===== src/rtl/as6d_pcs_rx_pldb_deframer_if.sv =====
// FIFO pop port and outgoing payload stream of the PCS RX payload-buffer deframer.
// The master side is the deframer; the slave side is the FIFO plus the downstream consumer.
interface as6d_pcs_rx_pldb_deframer_if #(
  parameter int DATA_WIDTH = 64,
  parameter int WORD_WIDTH = 72
);
  logic [WORD_WIDTH-1:0] fifo_rd_data;
  logic                  fifo_rd_data_val;
  logic                  fifo_rd_en;
  logic [DATA_WIDTH-1:0] pld_data;
  logic                  pld_sop;
  logic                  pld_eop;
  logic [7:0]            pld_keep;
  logic                  pld_err;
  logic                  pld_valid;
  logic                  pld_ready;

  modport master (
    input  fifo_rd_data, fifo_rd_data_val,
    output fifo_rd_en,
    output pld_data, pld_sop, pld_eop, pld_keep, pld_err, pld_valid,
    input  pld_ready
  );

  modport slave (
    output fifo_rd_data, fifo_rd_data_val,
    input  fifo_rd_en,
    input  pld_data, pld_sop, pld_eop, pld_keep, pld_err, pld_valid,
    output pld_ready
  );
endinterface


===== src/rtl/as6d_pcs_rx_pldb_deframer.sv =====
// Pops FWFT payload words, enforces sop/eop framing, and emits a sop/eop/keep/err stream
// through a 2-entry skid buffer while keeping saturating good/errored packet counts.
module as6d_pcs_rx_pldb_deframer #(
  parameter int DATA_WIDTH = 64,
  parameter int WORD_WIDTH = 72,
  parameter int CNT_WIDTH  = 16
) (
  input  logic                           clk,
  input  logic                           rst_n,
  as6d_pcs_rx_pldb_deframer_if.master    bus,
  input  logic                           cnt_clr,
  output logic [CNT_WIDTH-1:0]           pkt_cnt,
  output logic [CNT_WIDTH-1:0]           err_pkt_cnt,
  output logic                           sop_err_int,
  output logic                           orphan_int
);

  localparam int KEEP_WIDTH = 8;
  localparam int SOP_BIT    = WORD_WIDTH - 1;
  localparam int EOP_BIT    = WORD_WIDTH - 2;
  localparam int NB_HI      = WORD_WIDTH - 3;
  localparam int NB_LO      = WORD_WIDTH - 5;
  localparam int ERR_BIT    = WORD_WIDTH - 6;

  typedef enum logic [0:0] {
    ST_IDLE   = 1'b0,
    ST_IN_PKT = 1'b1
  } state_t;

  typedef struct packed {
    logic [DATA_WIDTH-1:0] data;
    logic                  sop;
    logic                  eop;
    logic [KEEP_WIDTH-1:0] keep;
    logic                  err;
  } beat_t;

  function automatic logic [KEEP_WIDTH-1:0] keep_of(input logic eop, input logic [2:0] nb);
    logic [KEEP_WIDTH-1:0] k;
    if (eop) begin
      k = 8'hFF >> (3'd7 - nb);
    end else begin
      k = 8'hFF;
    end
    return k;
  endfunction

  state_t                state_r;
  beat_t                 ent_r [2];
  logic [1:0]            occ_r;
  logic                  err_acc_r;
  logic [CNT_WIDTH-1:0]  pkt_cnt_r;
  logic [CNT_WIDTH-1:0]  err_pkt_cnt_r;
  logic                  sop_err_int_r;
  logic                  orphan_int_r;

  logic                  h_sop_s;
  logic                  h_eop_s;
  logic [2:0]            h_nb_s;
  logic                  h_err_s;
  logic [DATA_WIDTH-1:0] h_data_s;
  logic                  unused_rsvd_s;
  logic                  slot_s;
  logic                  fire_s;
  logic                  pop_s;
  logic                  push_s;
  logic                  synth_s;
  logic                  orphan_s;
  logic                  sop_err_s;
  state_t                state_n_s;
  beat_t                 push_beat_s;
  beat_t                 ent_n_s [2];
  logic [1:0]            occ_n_s;

  assign h_sop_s       = bus.fifo_rd_data[SOP_BIT];
  assign h_eop_s       = bus.fifo_rd_data[EOP_BIT];
  assign h_nb_s        = bus.fifo_rd_data[NB_HI:NB_LO];
  assign h_err_s       = bus.fifo_rd_data[ERR_BIT];
  assign h_data_s      = bus.fifo_rd_data[DATA_WIDTH-1:0];
  assign unused_rsvd_s = ^bus.fifo_rd_data[DATA_WIDTH+1:DATA_WIDTH];

  assign bus.pld_valid = (occ_r != 2'd0);
  assign bus.pld_data  = ent_r[0].data;
  assign bus.pld_sop   = ent_r[0].sop;
  assign bus.pld_eop   = ent_r[0].eop;
  assign bus.pld_keep  = ent_r[0].keep;
  assign bus.pld_err   = ent_r[0].err;
  assign bus.fifo_rd_en = pop_s;

  assign pkt_cnt     = pkt_cnt_r;
  assign err_pkt_cnt = err_pkt_cnt_r;
  assign sop_err_int = sop_err_int_r;
  assign orphan_int  = orphan_int_r;

  // Framing decision for the FIFO head word; a SOP inside a packet is answered with a terminator beat.
  always_comb begin
    slot_s      = (occ_r == 2'd0) || ((occ_r == 2'd1) && bus.pld_ready);
    pop_s       = 1'b0;
    push_s      = 1'b0;
    synth_s     = 1'b0;
    orphan_s    = 1'b0;
    sop_err_s   = 1'b0;
    state_n_s   = state_r;
    if (bus.fifo_rd_data_val && slot_s) begin
      case (state_r)
        ST_IDLE: begin
          if (h_sop_s) begin
            pop_s     = 1'b1;
            push_s    = 1'b1;
            state_n_s = h_eop_s ? ST_IDLE : ST_IN_PKT;
          end else begin
            pop_s    = 1'b1;
            orphan_s = 1'b1;
          end
        end
        ST_IN_PKT: begin
          if (!h_sop_s) begin
            pop_s     = 1'b1;
            push_s    = 1'b1;
            state_n_s = h_eop_s ? ST_IDLE : ST_IN_PKT;
          end else begin
            push_s    = 1'b1;
            synth_s   = 1'b1;
            sop_err_s = 1'b1;
            state_n_s = ST_IDLE;
          end
        end
        default: begin
          state_n_s = ST_IDLE;
        end
      endcase
    end else begin
      state_n_s = state_r;
    end

    if (synth_s) begin
      push_beat_s.data = {DATA_WIDTH{1'b0}};
      push_beat_s.sop  = 1'b0;
      push_beat_s.eop  = 1'b1;
      push_beat_s.keep = {KEEP_WIDTH{1'b0}};
      push_beat_s.err  = 1'b1;
    end else begin
      push_beat_s.data = h_data_s;
      push_beat_s.sop  = h_sop_s;
      push_beat_s.eop  = h_eop_s;
      push_beat_s.keep = keep_of(h_eop_s, h_nb_s);
      push_beat_s.err  = h_eop_s ? (h_err_s | err_acc_r) : h_err_s;
    end
  end

  // Skid buffer next state: retire the head on handshake, then append the new beat behind what is left.
  always_comb begin
    fire_s     = bus.pld_valid & bus.pld_ready;
    ent_n_s[0] = ent_r[0];
    ent_n_s[1] = ent_r[1];
    occ_n_s    = occ_r;
    if (fire_s) begin
      ent_n_s[0] = ent_r[1];
      ent_n_s[1] = '0;
      occ_n_s    = occ_r - 2'd1;
    end else begin
      occ_n_s    = occ_r;
    end
    if (push_s) begin
      ent_n_s[occ_n_s[0]] = push_beat_s;
      occ_n_s             = occ_n_s + 2'd1;
    end else begin
      occ_n_s             = occ_n_s;
    end
  end

  // Framing FSM, skid buffer storage, sticky packet error and interrupt pulses.
  always_ff @(posedge clk or negedge rst_n) begin
    if (!rst_n) begin
      state_r       <= ST_IDLE;
      ent_r[0]      <= '0;
      ent_r[1]      <= '0;
      occ_r         <= 2'd0;
      err_acc_r     <= 1'b0;
      sop_err_int_r <= 1'b0;
      orphan_int_r  <= 1'b0;
    end else begin
      state_r       <= state_n_s;
      ent_r[0]      <= ent_n_s[0];
      ent_r[1]      <= ent_n_s[1];
      occ_r         <= occ_n_s;
      sop_err_int_r <= sop_err_s;
      orphan_int_r  <= orphan_s;
      if (push_s) begin
        err_acc_r <= push_beat_s.eop ? 1'b0 : (err_acc_r | push_beat_s.err);
      end else begin
        err_acc_r <= err_acc_r;
      end
    end
  end

  // Saturating packet statistics, counted when the eop beat leaves; clear wins over an increment.
  always_ff @(posedge clk or negedge rst_n) begin
    if (!rst_n) begin
      pkt_cnt_r     <= {CNT_WIDTH{1'b0}};
      err_pkt_cnt_r <= {CNT_WIDTH{1'b0}};
    end else if (cnt_clr) begin
      pkt_cnt_r     <= {CNT_WIDTH{1'b0}};
      err_pkt_cnt_r <= {CNT_WIDTH{1'b0}};
    end else if (fire_s && ent_r[0].eop) begin
      if (ent_r[0].err) begin
        if (err_pkt_cnt_r != {CNT_WIDTH{1'b1}}) begin
          err_pkt_cnt_r <= err_pkt_cnt_r + {{(CNT_WIDTH-1){1'b0}}, 1'b1};
        end else begin
          err_pkt_cnt_r <= err_pkt_cnt_r;
        end
      end else begin
        if (pkt_cnt_r != {CNT_WIDTH{1'b1}}) begin
          pkt_cnt_r <= pkt_cnt_r + {{(CNT_WIDTH-1){1'b0}}, 1'b1};
        end else begin
          pkt_cnt_r <= pkt_cnt_r;
        end
      end
    end else begin
      pkt_cnt_r     <= pkt_cnt_r;
      err_pkt_cnt_r <= err_pkt_cnt_r;
    end
  end

endmodule


===== src/flat_wrapper.sv =====
// flat-port wrapper written by rule: the top's interface ports become plain ports
module as6d_pcs_rx_pldb_deframer_flat 
#(
  parameter int DATA_WIDTH = 64,
  parameter int WORD_WIDTH = 72,
  parameter int CNT_WIDTH  = 16
)
  (clk, rst_n, cnt_clr, pkt_cnt, err_pkt_cnt, sop_err_int, orphan_int, bus_fifo_rd_data, bus_fifo_rd_data_val, bus_fifo_rd_en, bus_pld_data, bus_pld_sop, bus_pld_eop, bus_pld_keep, bus_pld_err, bus_pld_valid, bus_pld_ready);
  as6d_pcs_rx_pldb_deframer_if #(.DATA_WIDTH(DATA_WIDTH), .WORD_WIDTH(WORD_WIDTH)) bus_i ();
  input  logic clk;
  input  logic rst_n;
  input  logic cnt_clr;
  output logic [CNT_WIDTH-1:0] pkt_cnt;
  output logic [CNT_WIDTH-1:0] err_pkt_cnt;
  output logic sop_err_int;
  output logic orphan_int;
  input wire logic [$bits(bus_i.fifo_rd_data)-1:0] bus_fifo_rd_data;
  input wire logic [$bits(bus_i.fifo_rd_data_val)-1:0] bus_fifo_rd_data_val;
  output wire logic [$bits(bus_i.fifo_rd_en)-1:0] bus_fifo_rd_en;
  output wire logic [$bits(bus_i.pld_data)-1:0] bus_pld_data;
  output wire logic [$bits(bus_i.pld_sop)-1:0] bus_pld_sop;
  output wire logic [$bits(bus_i.pld_eop)-1:0] bus_pld_eop;
  output wire logic [$bits(bus_i.pld_keep)-1:0] bus_pld_keep;
  output wire logic [$bits(bus_i.pld_err)-1:0] bus_pld_err;
  output wire logic [$bits(bus_i.pld_valid)-1:0] bus_pld_valid;
  input wire logic [$bits(bus_i.pld_ready)-1:0] bus_pld_ready;
  assign bus_i.fifo_rd_data = bus_fifo_rd_data;
  assign bus_i.fifo_rd_data_val = bus_fifo_rd_data_val;
  assign bus_fifo_rd_en = bus_i.fifo_rd_en;
  assign bus_pld_data = bus_i.pld_data;
  assign bus_pld_sop = bus_i.pld_sop;
  assign bus_pld_eop = bus_i.pld_eop;
  assign bus_pld_keep = bus_i.pld_keep;
  assign bus_pld_err = bus_i.pld_err;
  assign bus_pld_valid = bus_i.pld_valid;
  assign bus_i.pld_ready = bus_pld_ready;
  as6d_pcs_rx_pldb_deframer #(.DATA_WIDTH(DATA_WIDTH), .WORD_WIDTH(WORD_WIDTH), .CNT_WIDTH(CNT_WIDTH)) u_core (.clk(clk), .rst_n(rst_n), .bus(bus_i), .cnt_clr(cnt_clr), .pkt_cnt(pkt_cnt), .err_pkt_cnt(err_pkt_cnt), .sop_err_int(sop_err_int), .orphan_int(orphan_int));
endmodule

===== config.mk =====
export PLATFORM = sky130hd
export DESIGN_NAME = as6d_pcs_rx_pldb_deframer_flat
export DESIGN_NICKNAME = d
export VERILOG_FILES = /design/src/rtl/as6d_pcs_rx_pldb_deframer_if.sv /design/src/rtl/as6d_pcs_rx_pldb_deframer.sv /design/src/flat_wrapper.sv
export SDC_FILE = /design/constraint.sdc
export NUM_CORES = 1
export LEC_CHECK = 0
export CORE_MARGIN = 2
export CORE_UTILIZATION = 56
export CTS_CLUSTER_SIZE = 28
export DETAILED_ROUTE_END_ITERATION = 8
export PLACE_DENSITY = 0.85
export SKIP_CTS_REPAIR_TIMING = 1
export SLEW_MARGIN = 10
export SYNTH_ARGS = -nofsm -noshare
export SYNTH_HDL_FRONTEND = slang
export SYNTH_SLANG_ARGS = --single-unit

===== constraint.sdc =====
create_clock -name clk -period 5.6 [get_ports clk]
set_input_delay 1.12 -clock clk [delete_from_list [all_inputs] [get_ports clk]]
set_output_delay 1.12 -clock clk [all_outputs]
set_load 0.02 [all_outputs]

==> summary.txt, run 1 <==
Run status
  • Outcome: complete, no violations

Synth
  • Simple-Gate Fraction of Synth Area: 0.1337
  • EDFF count, synth: 0
  • Post-synthesis sequential area ratio: 0.4892
  • Synth Area in Compound Gates: 0.03656
  • Count of state elements after synthesis: 188
  • Synth Area in XOR/XNOR: 0.003513
  • Synth async-reset ratio: 1.000
  • YS warnings: 0
  • Main synth FF type: dfrtp_1
  • Adder-cell share of the synthesized area: 0.005204
  • Multiplexer share of the synthesized area: 0.2434
  • Average cell area after synthesis: 10.92 µm²
  • Yosys cell types: 50
  • Largest family of logic cells by synthesized area: multiplexers
  • Mapped Nets: 962
  • Post-Syn Area: 9617 µm²
  • Post-Synthesis Cells: 881

Routing
  • Routed WL per cell: 16.68 µm
  • Routed Antenna Nets: 0
  • # DRC: 0
  • 1st-iter DRT viols: 408
  • DR pass1 iterations: 5
  • Detailed-route wire length: 20160 µm
  • Detailed-route via count: 6655
  • DR vias/cell: 5.509

Setup path
  • CP startpoint kind: input port
  • CP Buf/Inv Count: 2
  • Slowest cell on crit path: clkdlybuf4s50_1
  • Crit end category: output pin
  • Worst Path Class, Setup: in2out
  • Critical path, cell by cell: clkdlybuf4s50_1 -> a21o_1 -> nand2_1 -> nor2_1 -> clkdlybuf4s50_1
  • Crit path max fanout: 5
  • Crit path top cell by count: clkdlybuf4s50_1
  • CP peak stage delay: 0.65 ns
  • CP top delay family: buffers and inverters
  • Crit path arrival time: 2.89 ns
  • CP required: 4.48 ns

Clocking
  • Clock Pin Slew Worst Setup and Hold Paths: 0.06 ns
  • TritonCTS clock tree: built
  • Number of H-tree levels: 4
  • Worst skew pair latency: 0.43 ns
  • CTS Buffer Depth: 2
  • Clock sink count: 188
  • Num CTS Buffers: 17
  • Root Driver: clkbuf_16

Floorplan
  • Std-Cell Rows: 47
  • Chip Height: 135.0 µm
  • Starting Density: 0.5758
  • Area of the core: 16700 µm²
  • Die width: 135.0 µm
  • Die area: 18240 µm²
  • IO Pins: 188

Cells and area
  • Syn-to-layout area delta: 21.74%
  • Fill count: 1260
  • FF/Latch Area: 4705 µm²
  • Leading cell types in the layout, fill and taps excluded: mux2i_1 (226), dfrtp_1 (188), clkdlybuf4s50_1 (184)
  • Core Util, Final: 0.7010
  • Share of cells above drive strength 1: 0.05769
  • Final #Nets: 1056
  • Most common library cell in the layout ignoring fill and taps: mux2i_1
  • Diodes inserted: 0
  • Footprint of the multi-input gates: 4089 µm²

Timing
  • Slew Viols, Final: 0
  • Worst Tran Pin Value: 1.017 ns
  • Fmax: 0.2497 GHz
  • Tcrit/Tclk final: 0.7153
  • Min Hold Slack: 0.5111 ns
  • Post-Route Skew: 0.01375 ns
  • Period minus WS final: 4.005 ns
  • Final Hold Vio Count: 0
  • Slew HR: 0.3223
  • Unrepaired setup endpoints after global routing: no
  • Setup_tns: 0 ns
  • Final setup vio count: 0

Place
  • HPWL Detailed: 13210 µm
  • IO buf count: 185
  • Gpl congestion: 0.8016

Power and ir drop
  • Max VDD drop: 0.0002515 V
  • PwrDens: 419.9 nW/µm²
  • Leakage power: 5.812 nW

Global routing
  • Gr usage total: 0.2281
  • Overflow left after global routing: 0
  • Initial antenna violation count: 0
  • First-pass GRT wire length: 33320 µm
  • Largest net degree at the start of global routing: 115
  • Vias in the first global route: 6656

Worst hold path
  • Hold WC Path Type: reg2reg

Run
  • Max Cap Violations: 0
state kept, by name, summed over array words and instances (netlist names), 2 cells and up:
| signal | flops |
|---|---|
| u_core.bus.pld_data | 64 |
| u_core.err_pkt_cnt | 16 |
| u_core.occ_r | 2 |
| u_core.bus.pld_keep | 8 |
| u_core.ent_r | 75 |
| u_core.pkt_cnt | 16 |
kinds of logic (layout without fill, tap and decap cells):
group / Yosys count / count (layout)
compound gates: 57 / 57
xor+xnor: 3 / 3
fa+ha+maj: 4 / 4
buf+inv: 129 / 236
flops: 188 / 188
mux: 233 / 233
simple gates: 267 / 267
report_power, final:
| part | internal, W | total, W | switching [W] |
|---|---|---|---|
| registers | 0.00172 | 0.00192 | 0.000196 |
| clock network | 0.000835 | 0.00136 | 0.000525 |
| logic | 0.000771 | 0.00164 | 0.000868 |
per-layer routing:
layer	vias up	GRT usage	part of all wire
met5	-	0	0
met4	0	0.05671	0.011
met3	18	0.06456	0.066
met2	174	0.3697	0.48
met1	3282	0.3055	0.44
li1	3181	-	-
through the flow:
stage | setup slack [ns] | cell area (µm²) | power [W] | cells
floorplan | 2.823 | 9617 | 0.003188 | 881
global placement | 1.582 | 11030 | 0.003533 | 1176
detailed placement | 1.580 | 11030 | 0.003596 | 1176
CTS | 1.569 | 11710 | 0.004962 | 1208
global route | 1.432 | 11710 | 0.005173 | 1208
finish | 1.595 | 11710 | 0.004916 | 1208
path summary, 6_finish.rpt:
check                                     start                 endpoint  slack, ns  cells past startpoint
min in group asynchronous                 rst_n        u_core.pkt_cnt[8]       0.78                      1
worst max register to register  u_core.occ_r[0]  u_core.bus.pld_data[48]       2.70                      7
worst min-delay path             u_core.state_r        u_core.orphan_int       0.51                      1
worst max-delay path              bus_pld_ready           bus_fifo_rd_en       1.59                      5
worst min register to register   u_core.state_r        u_core.orphan_int       0.51                      1
max in group asynchronous                 rst_n         u_core.ent_r[57]       3.59                      2
cell usage after synthesis (2+ instances only):
cell	number	area, µm²
buf_2	9	45.04
a21o_1	2	15.01
nand3_1	13	65.06
and2_1	4	25.02
xnor2_1	2	17.52
nand4_1	10	62.56
o21ai_1	4	20.02
buf_6	9	101.4
or2_1	2	12.51
o21a_1	3	22.52
or3_1	4	25.02
nor3_1	6	30.03
ha_1	4	50.05
a21oi_1	23	115.1
nand2b_1	2	12.51
a211oi_1	3	22.52
inv_2	2	7.510
nor4_1	6	37.54
nand2_1	163	611.8
dfrtp_1	188	4705
and3_1	2	12.51
o31ai_1	13	97.59
clkbuf_1	25	93.84
buf_4	76	570.6
and4_1	4	35.03
o41ai_1	2	17.52
mux2i_1	226	2262
o21ai_0	5	25.02
mux2_1	7	78.83
nor2_1	18	67.56
nor2b_1	7	43.79
or4_1	13	97.59
inv_1	7	26.28
area by class of cell:
type                    count  share of cell area
repair buffers            195              0.1649
clock inverters            12             0.01774
clock buffers              20             0.03986
well taps                 220             0.02351
multi-input cells         564              0.3493
flip-flops and latches    188              0.4018
inverters                   9            0.002886
No activity file was read; power rests on OpenSTA's default activity.
==> inputs of run 2 (changes only) <==
--- a/config.mk
+++ b/config.mk
@@ -6,10 +6,10 @@
 export NUM_CORES = 1
 export LEC_CHECK = 0
 export CORE_MARGIN = 2
-export CORE_UTILIZATION = 56
+export CORE_UTILIZATION = 47
 export CTS_CLUSTER_SIZE = 28
 export DETAILED_ROUTE_END_ITERATION = 8
-export PLACE_DENSITY = 0.85
+export PLACE_DENSITY = 0.76
 export SKIP_CTS_REPAIR_TIMING = 1
 export SLEW_MARGIN = 10
 export SYNTH_ARGS = -nofsm -noshare
==> constraint.sdc (replaced) <==
create_clock -name clk -period 3.3 [get_ports clk]
set_input_delay 0.66 -clock clk [delete_from_list [all_inputs] [get_ports clk]]
set_output_delay 0.66 -clock clk [all_outputs]
set_load 0.02 [all_outputs]
==> run 2 against run 1 <==
Critical endpoint unchanged. Via count is 0.17% higher. Count of clock-buffer cells in the layout is 3 lower. Clock skew is 0.0011 ns higher. First-iteration DRC count is 47% lower. Worst hold slack worse by 0.27 ns. Sequential power is 69% higher. Register-to-register slack worse by 1.7 ns. Combinational power is 74% higher. Final cell count is 4.9% higher. Non-clock buffer count is 9 higher. Power is 66% higher. Sequential share of layout area is 0.53 points lower.
==> summary.txt, run 2 (synthesis gave the netlist of run 1 again) <==
Run status
  • Outcome: complete, no violations (unchanged)

Timing
  • Worst Tran Pin Value: 0.9238 ns (was 1.017 ns)
  • Fmax: 0.3487 GHz
  • Post-Route Skew: 0.01483 ns (was 0.01375 ns)
  • Period minus WS final: 2.868 ns
  • Setup_tns: 0 ns (unchanged)
  • Slew Viols, Final: 0 (unchanged)
  • Slew HR: 0.3790 (was 0.3223)
  • Final Hold Vio Count: 0 (unchanged)
  • Unrepaired setup endpoints after global routing: no (unchanged)
  • Final setup vio count: 0 (unchanged)
  • Tcrit/Tclk final: 0.8690

Clocking
  • Clock Pin Slew Worst Setup and Hold Paths: 0.08 ns (was 0.06 ns)
  • TritonCTS clock tree: built (unchanged)
  • Num CTS Buffers: 17 (unchanged)
  • Clock sink count: 188 (unchanged)
  • Root Driver: clkbuf_16 (unchanged)
  • CTS Buffer Depth: 2 (unchanged)
  • Worst skew pair latency: 0.44 ns (was 0.43 ns)
  • Number of H-tree levels: 4 (unchanged)

Power and ir drop
  • Clock power share: 0.252 (was 0.277)
  • Switching power: 0.002849 W (was 0.001589 W)
  • Leakage power: 5.859 nW (was 5.812 nW)
  • Max VDD drop: 0.0003884 V (was 0.0002515 V)
  • Gate power share: 0.350 (was 0.333)
  • PwrDens: 687.4 nW/µm² (was 419.9 nW/µm²)
  • Internal power: 0.005308 W (was 0.003327 W)
  • Flop pwr share: 0.397 (was 0.390)
  • Switching Fraction: 0.3493 (was 0.3232)

Setup path
  • Crit end category: output pin (unchanged)
  • CP peak stage delay: 0.66 ns (was 0.65 ns)
  • Crit path arrival time: 2.21 ns (was 2.89 ns)
  • Crit path max fanout: 6 (was 5)
  • CP Buf/Inv Count: 2 (unchanged)
  • CP top delay family: buffers and inverters (unchanged)
  • CP startpoint kind: flop (was input port)
  • Critical path, cell by cell: inv_2 -> ha_1 -> a21o_1 -> nand2_1 -> nor2_1 -> clkdlybuf4s50_1 (was clkdlybuf4s50_1 -> a21o_1 -> nand2_1 -> nor2_1 -> clkdlybuf4s50_1)
  • CP required: 2.64 ns (was 4.48 ns)
  • Slowest cell on crit path: clkdlybuf4s50_1 (unchanged)
  • Worst Path Class, Setup: reg2out (was in2out)

Global routing
  • Largest net degree at the start of global routing: 153 (was 115)
  • Gr usage total: 0.1955 (was 0.2281)
  • Initial antenna violation count: 0 (unchanged)
  • First-pass GRT wire length: 34330 µm (was 33320 µm)
  • Overflow left after global routing: 0 (unchanged)
  • Vias in the first global route: 6810 (was 6656)

Floorplan
  • Die width: 147.0 µm (was 135.0 µm)
  • Die area: 21620 µm² (was 18240 µm²)
  • IO Pins: 188 (unchanged)
  • Chip Height: 147.0 µm (was 135.0 µm)
  • Starting Density: 0.4768 (was 0.5758)
  • Area of the core: 20170 µm² (was 16700 µm²)
  • Std-Cell Rows: 52 (was 47)

Place
  • HPWL Detailed: 13580 µm (was 13210 µm)
  • IO buf count: 185 (unchanged)
  • Gpl congestion: 0.7844 (was 0.8016)

Routing
  • DR vias/cell: 5.261 (was 5.509)
  • 1st-iter DRT viols: 215 (was 408)
  • Routed Antenna Nets: 0 (unchanged)
  • DR pass1 iterations: 4 (was 5)
  • Routed WL per cell: 16.22 µm (was 16.68 µm)
  • Detailed-route via count: 6666 (was 6655)
  • # DRC: 0 (unchanged)
  • Detailed-route wire length: 20550 µm (was 20160 µm)

Cells and area
  • Final #Nets: 1065 (was 1056)
  • Max FFs per register: 75 (unchanged)
  • Most common library cell in the layout ignoring fill and taps: mux2i_1 (unchanged)
  • Biggest register: u_core.ent_r (unchanged)
  • Leading cell types in the layout, fill and taps excluded: mux2i_1 (226), dfrtp_1 (188), clkdlybuf4s50_1 (184) (unchanged)
  • Share of cells above drive strength 1: 0.06620 (was 0.05769)
  • Diodes inserted: 0 (unchanged)
  • Core Util, Final: 0.5883 (was 0.7010)
  • Syn-to-layout area delta: 23.38% (was 21.74%)

Run
  • Max Cap Violations: 0 (unchanged)

Worst hold path
  • Hold WC Path Type: in2async (was reg2reg)
run 2: cell count changes in the layout (fill, tap and decap cells not counted), moves of 2 or more:
cell / before / now
buf_12: 0 / 8
clkbuf_8: 4 / 1
inv_8: 1 / 3
clkinv_4: 1 / 3
bufinv_16: 5 / 0
clkinv_8: 0 / 4
clkinvlp_4: 2 / 0
inv_6: 2 / 5
run 2: power groups by stage:
stage	Clock, W	Combinational (W)	Sequential, W
2_1_floorplan	0	0.00220	0.00322
3_3_place_gp	0	0.00283	0.00326
3_5_place_dp	0	0.00289	0.00329
4_1_cts	0.00210	0.00290	0.00325
5_1_grt	0.00221	0.00310	0.00332
6_report	0.00206	0.00286	0.00324
run 2: cell type report:
class,instances,area [µm²]
clock buffers,17,425.4
clock inverters,15,168.9
fillers,1745,8304
inverters,9,33.78
multi-input cells,564,4096
flip-flops and latches,188,4705
well taps,270,337.8
repair buffers,204,2098
run 2: final timing paths:
kind / start / endpoint / slack (ns) / cells after the start
setup / recovery: u_core.occ_r[0] / bus_fifo_rd_en / 0.43 / 6
hold / removal: rst_n / u_core.pkt_cnt[14] / 0.24 / 1
setup reg to reg: u_core.occ_r[0] / u_core.ent_r[16] / 1.04 / 9
hold reg to reg: u_core.state_r / u_core.orphan_int / 0.50 / 1
max in group asynchronous: rst_n / u_core.bus.pld_keep[4] / 2.14 / 2
min in group clk: u_core.state_r / u_core.orphan_int / 0.50 / 1
run 2: per-layer routing:
metal	routed length [µm]	global-route usage	vias up
met2	9500	0.3079	152
met3	1146	0.05404	31
met4	488	0.07692	0
met1	9414	0.2576	3270
met5	0	0	-
li1	-	-	3213
run 2: worst reg2reg max path: cells and delay by family, from the launching register on:
family	cells	cell delay, ns
adder cells (fa/ha/maj)	1	0.24
flip-flops	1	0.40
AO/OA/AOI/OAI	1	0.19
buffers and inverters	4	0.80
AND/OR/NAND/NOR	2	0.32
multiplexers	1	0.23
run 2: stage by stage:
step	hold slack, ns	instance area (µm²)	setup slack [ns]	cells	power, W
2_1_floorplan	0.3644	9617	1.416	881	0.005410
3_3_place_gp	0.4788	11270	0.4371	1235	0.006096
3_5_place_dp	0.4947	11270	0.4417	1235	0.006176
4_1_cts	0.3039	11870	0.4022	1267	0.008250
5_1_grt	0.3024	11870	0.2696	1267	0.008627
6_report	0.2439	11870	0.4323	1267	0.008157
==> inputs of run 3 (changes only) <==
--- a/config.mk
+++ b/config.mk
@@ -7,9 +7,10 @@
 export LEC_CHECK = 0
 export CORE_MARGIN = 2
 export CORE_UTILIZATION = 47
+export CTS_CLUSTER_DIAMETER = 120
 export CTS_CLUSTER_SIZE = 28
 export DETAILED_ROUTE_END_ITERATION = 8
-export PLACE_DENSITY = 0.76
+export PLACE_DENSITY = 0.75
 export SKIP_CTS_REPAIR_TIMING = 1
 export SLEW_MARGIN = 10
 export SYNTH_ARGS = -nofsm -noshare
==> run 3 against run 2 <==
Register-to-register slack better by 0.06 ns. Fmax down 3.4%. Worst hold slack lost 0.012 ns. Final cell count down 0.63%. Critical endpoint unchanged.
==> summary.txt, run 3 (synthesis gave the netlist of run 1 again) <==
Run status
  • Outcome: complete, no violations (unchanged)

Place
  • IO buf count: 185 (unchanged)
  • Gpl congestion: 0.7939 (was 0.7844)
  • HPWL Detailed: 13110 µm (was 13580 µm)
  • Setup slack at placement: 0.3080 ns (was 0.4417 ns)

Clocking
  • Root Driver: clkbuf_16 (unchanged)
  • CTS Buffer Depth: 2 (unchanged)
  • Number of H-tree levels: 4 (unchanged)
  • Num CTS Buffers: 17 (unchanged)
  • Clock sink count: 188 (unchanged)
  • Clock Pin Slew Worst Setup and Hold Paths: 0.07 ns (was 0.08 ns)
  • TritonCTS clock tree: built (unchanged)
  • Worst skew pair latency: 0.44 ns (about the same)

Timing
  • Setup_tns: 0 ns (unchanged)
  • Min Hold Slack: 0.2318 ns (was 0.2439 ns)
  • Fmax: 0.3367 GHz (was 0.3487 GHz)
  • Period minus WS final: 2.970 ns (was 2.868 ns)
  • Tcrit/Tclk final: 0.9000 (was 0.8690)
  • Worst Tran Pin Value: 1.005 ns (was 0.9238 ns)
  • Final WS setup: 0.3301 ns (was 0.4323 ns)
  • Slew Viols, Final: 0 (unchanged)
  • Slew HR: 0.3301 (was 0.3790)
  • Final Hold Vio Count: 0 (unchanged)
  • Final setup vio count: 0 (unchanged)
  • Unrepaired setup endpoints after global routing: no (unchanged)
  • Post-Route Skew: 0.01376 ns (was 0.01483 ns)

Setup path
  • CP peak stage delay: 0.66 ns (about the same)
  • Critical path, cell by cell: clkdlybuf4s50_1 -> a21o_1 -> nand2_1 -> nor2_1 -> clkdlybuf4s50_1 (was inv_2 -> ha_1 -> a21o_1 -> nand2_1 -> nor2_1 -> clkdlybuf4s50_1)
  • CP required: 2.64 ns (about the same)
  • Slowest cell on crit path: clkdlybuf4s50_1 (unchanged)
  • CP startpoint kind: input port (was flop)
  • Worst Path Class, Setup: in2out (was reg2out)
  • Crit path top cell by count: clkdlybuf4s50_1
  • Crit end category: output pin (unchanged)
  • Crit path arrival time: 2.31 ns (was 2.21 ns)
  • Crit path max fanout: 5 (was 6)

Global routing
  • Initial antenna violation count: 0 (unchanged)
  • Vias in the first global route: 6607 (was 6810)
  • Gr usage total: 0.1959 (was 0.1955)
  • Largest net degree at the start of global routing: 153 (unchanged)
  • Overflow left after global routing: 0 (unchanged)
  • First-pass GRT wire length: 34270 µm (was 34330 µm)

Cells and area
  • Biggest register: u_core.ent_r (unchanged)
  • Final #Nets: 1057 (was 1065)
  • Leading cell types in the layout, fill and taps excluded: mux2i_1 (226), dfrtp_1 (188), clkdlybuf4s50_1 (184) (unchanged)
  • Syn-to-layout area delta: 22.63% (was 23.38%)
  • Max FFs per register: 75 (unchanged)
  • Most common library cell in the layout ignoring fill and taps: mux2i_1 (unchanged)
  • Diodes inserted: 0 (unchanged)
  • Share of cells above drive strength 1: 0.05865 (was 0.06620)

Routing
  • 1st-iter DRT viols: 358 (was 215)
  • Routed WL per cell: 16.45 µm (was 16.22 µm)
  • DR vias/cell: 5.289 (was 5.261)
  • Detailed-route wire length: 20710 µm (was 20550 µm)
  • # DRC: 0 (unchanged)
  • Routed Antenna Nets: 0 (unchanged)
  • Detailed-route via count: 6659 (was 6666)
  • DR pass1 iterations: 5 (was 4)

Floorplan
  • Starting Density: 0.4768 (unchanged)
  • Die area: 21620 µm² (unchanged)
  • Area of the core: 20170 µm² (unchanged)
  • Std-Cell Rows: 52 (unchanged)
  • Die width: 147.0 µm (unchanged)
  • IO Pins: 188 (unchanged)
  • Chip Height: 147.0 µm (unchanged)

Power and ir drop
  • Max VDD drop: 0.0004467 V (was 0.0003884 V)
  • Total power: 0.008188 W (was 0.008157 W)
  • Leakage power: 5.814 nW (was 5.859 nW)
  • PwrDens: 694.3 nW/µm² (was 687.4 nW/µm²)

Worst hold path
  • Hold WC Path Type: in2async (unchanged)

Run
  • Max Cap Violations: 0 (unchanged)
run 3: changes by cell type in the layout (fill, tap and decap cells not counted):
cell and change:
buf_12 -2, buf_4 -6, bufinv_16 +2, clkinv_4 +2, clkinv_8 -4, clkinvlp_4 +2
inv_6 -3, inv_8 +1
run 3: final cells by class:
type,count,area (µm²)
clock buffer,17,425.4
clock inverter,15,181.4
fill,1670,8377
inverter,9,33.78
multi-input combinational,564,4096
sequential,188,4705
tap,270,337.8
timing repair buffer,196,2013
run 3: path summary, 6_finish.rpt:
kind,cells past startpoint,startpoint,slack [ns],endpoint
worst max-delay path,5,bus_pld_ready,0.33,bus_fifo_rd_en
worst min-delay path,1,rst_n,0.23,u_core.pkt_cnt[14]
worst max register to register,6,u_core.occ_r[0],1.10,u_core.bus.pld_data[29]
worst min register to register,1,u_core.state_r,0.51,u_core.orphan_int
max in group asynchronous,2,rst_n,2.25,u_core.bus.pld_data[39]
min in group clk,1,u_core.state_r,0.51,u_core.orphan_int
run 3: critical path: cells and delay by family:
kind	cells	cell delay, ns
AOI/OAI and AO/OA	1	0.20
buffers and inverters	2	1.14
and+or+nand+nor	2	0.31
run 3: routing by layer:
metal,GRT usage,vias up,wire (µm)
li1,-,3198,-
met1,0.2566,3284,9137
met2,0.3199,155,9963
met3,0.05404,22,1288
met4,0.05817,0,318
met5,0,-,0
run 3: through the flow:
stage          cell area (µm²)  utilization  std cells
2_1_floorplan             9617            -        881
3_3_place_gp             11190       0.5546       1227
3_5_place_dp             11190       0.5546       1227
4_1_cts                  11790       0.5847       1259
5_1_grt                  11790       0.5847       1259
6_report                 11790       0.5847       1259
run 3: power breakdown:
| part | total [W] | internal (W) | leakage (nW) | switching [W] |
|---|---|---|---|---|
| Sequential | 0.00324 | 0.00292 | 2.55 | 0.000326 |
| Clock | 0.00213 | 0.00115 | 0.292 | 0.000986 |
| Combinational | 0.00281 | 0.00133 | 2.97 | 0.00148 |
| Total | 0.00819 | 0.00540 | 5.81 | 0.00279 |
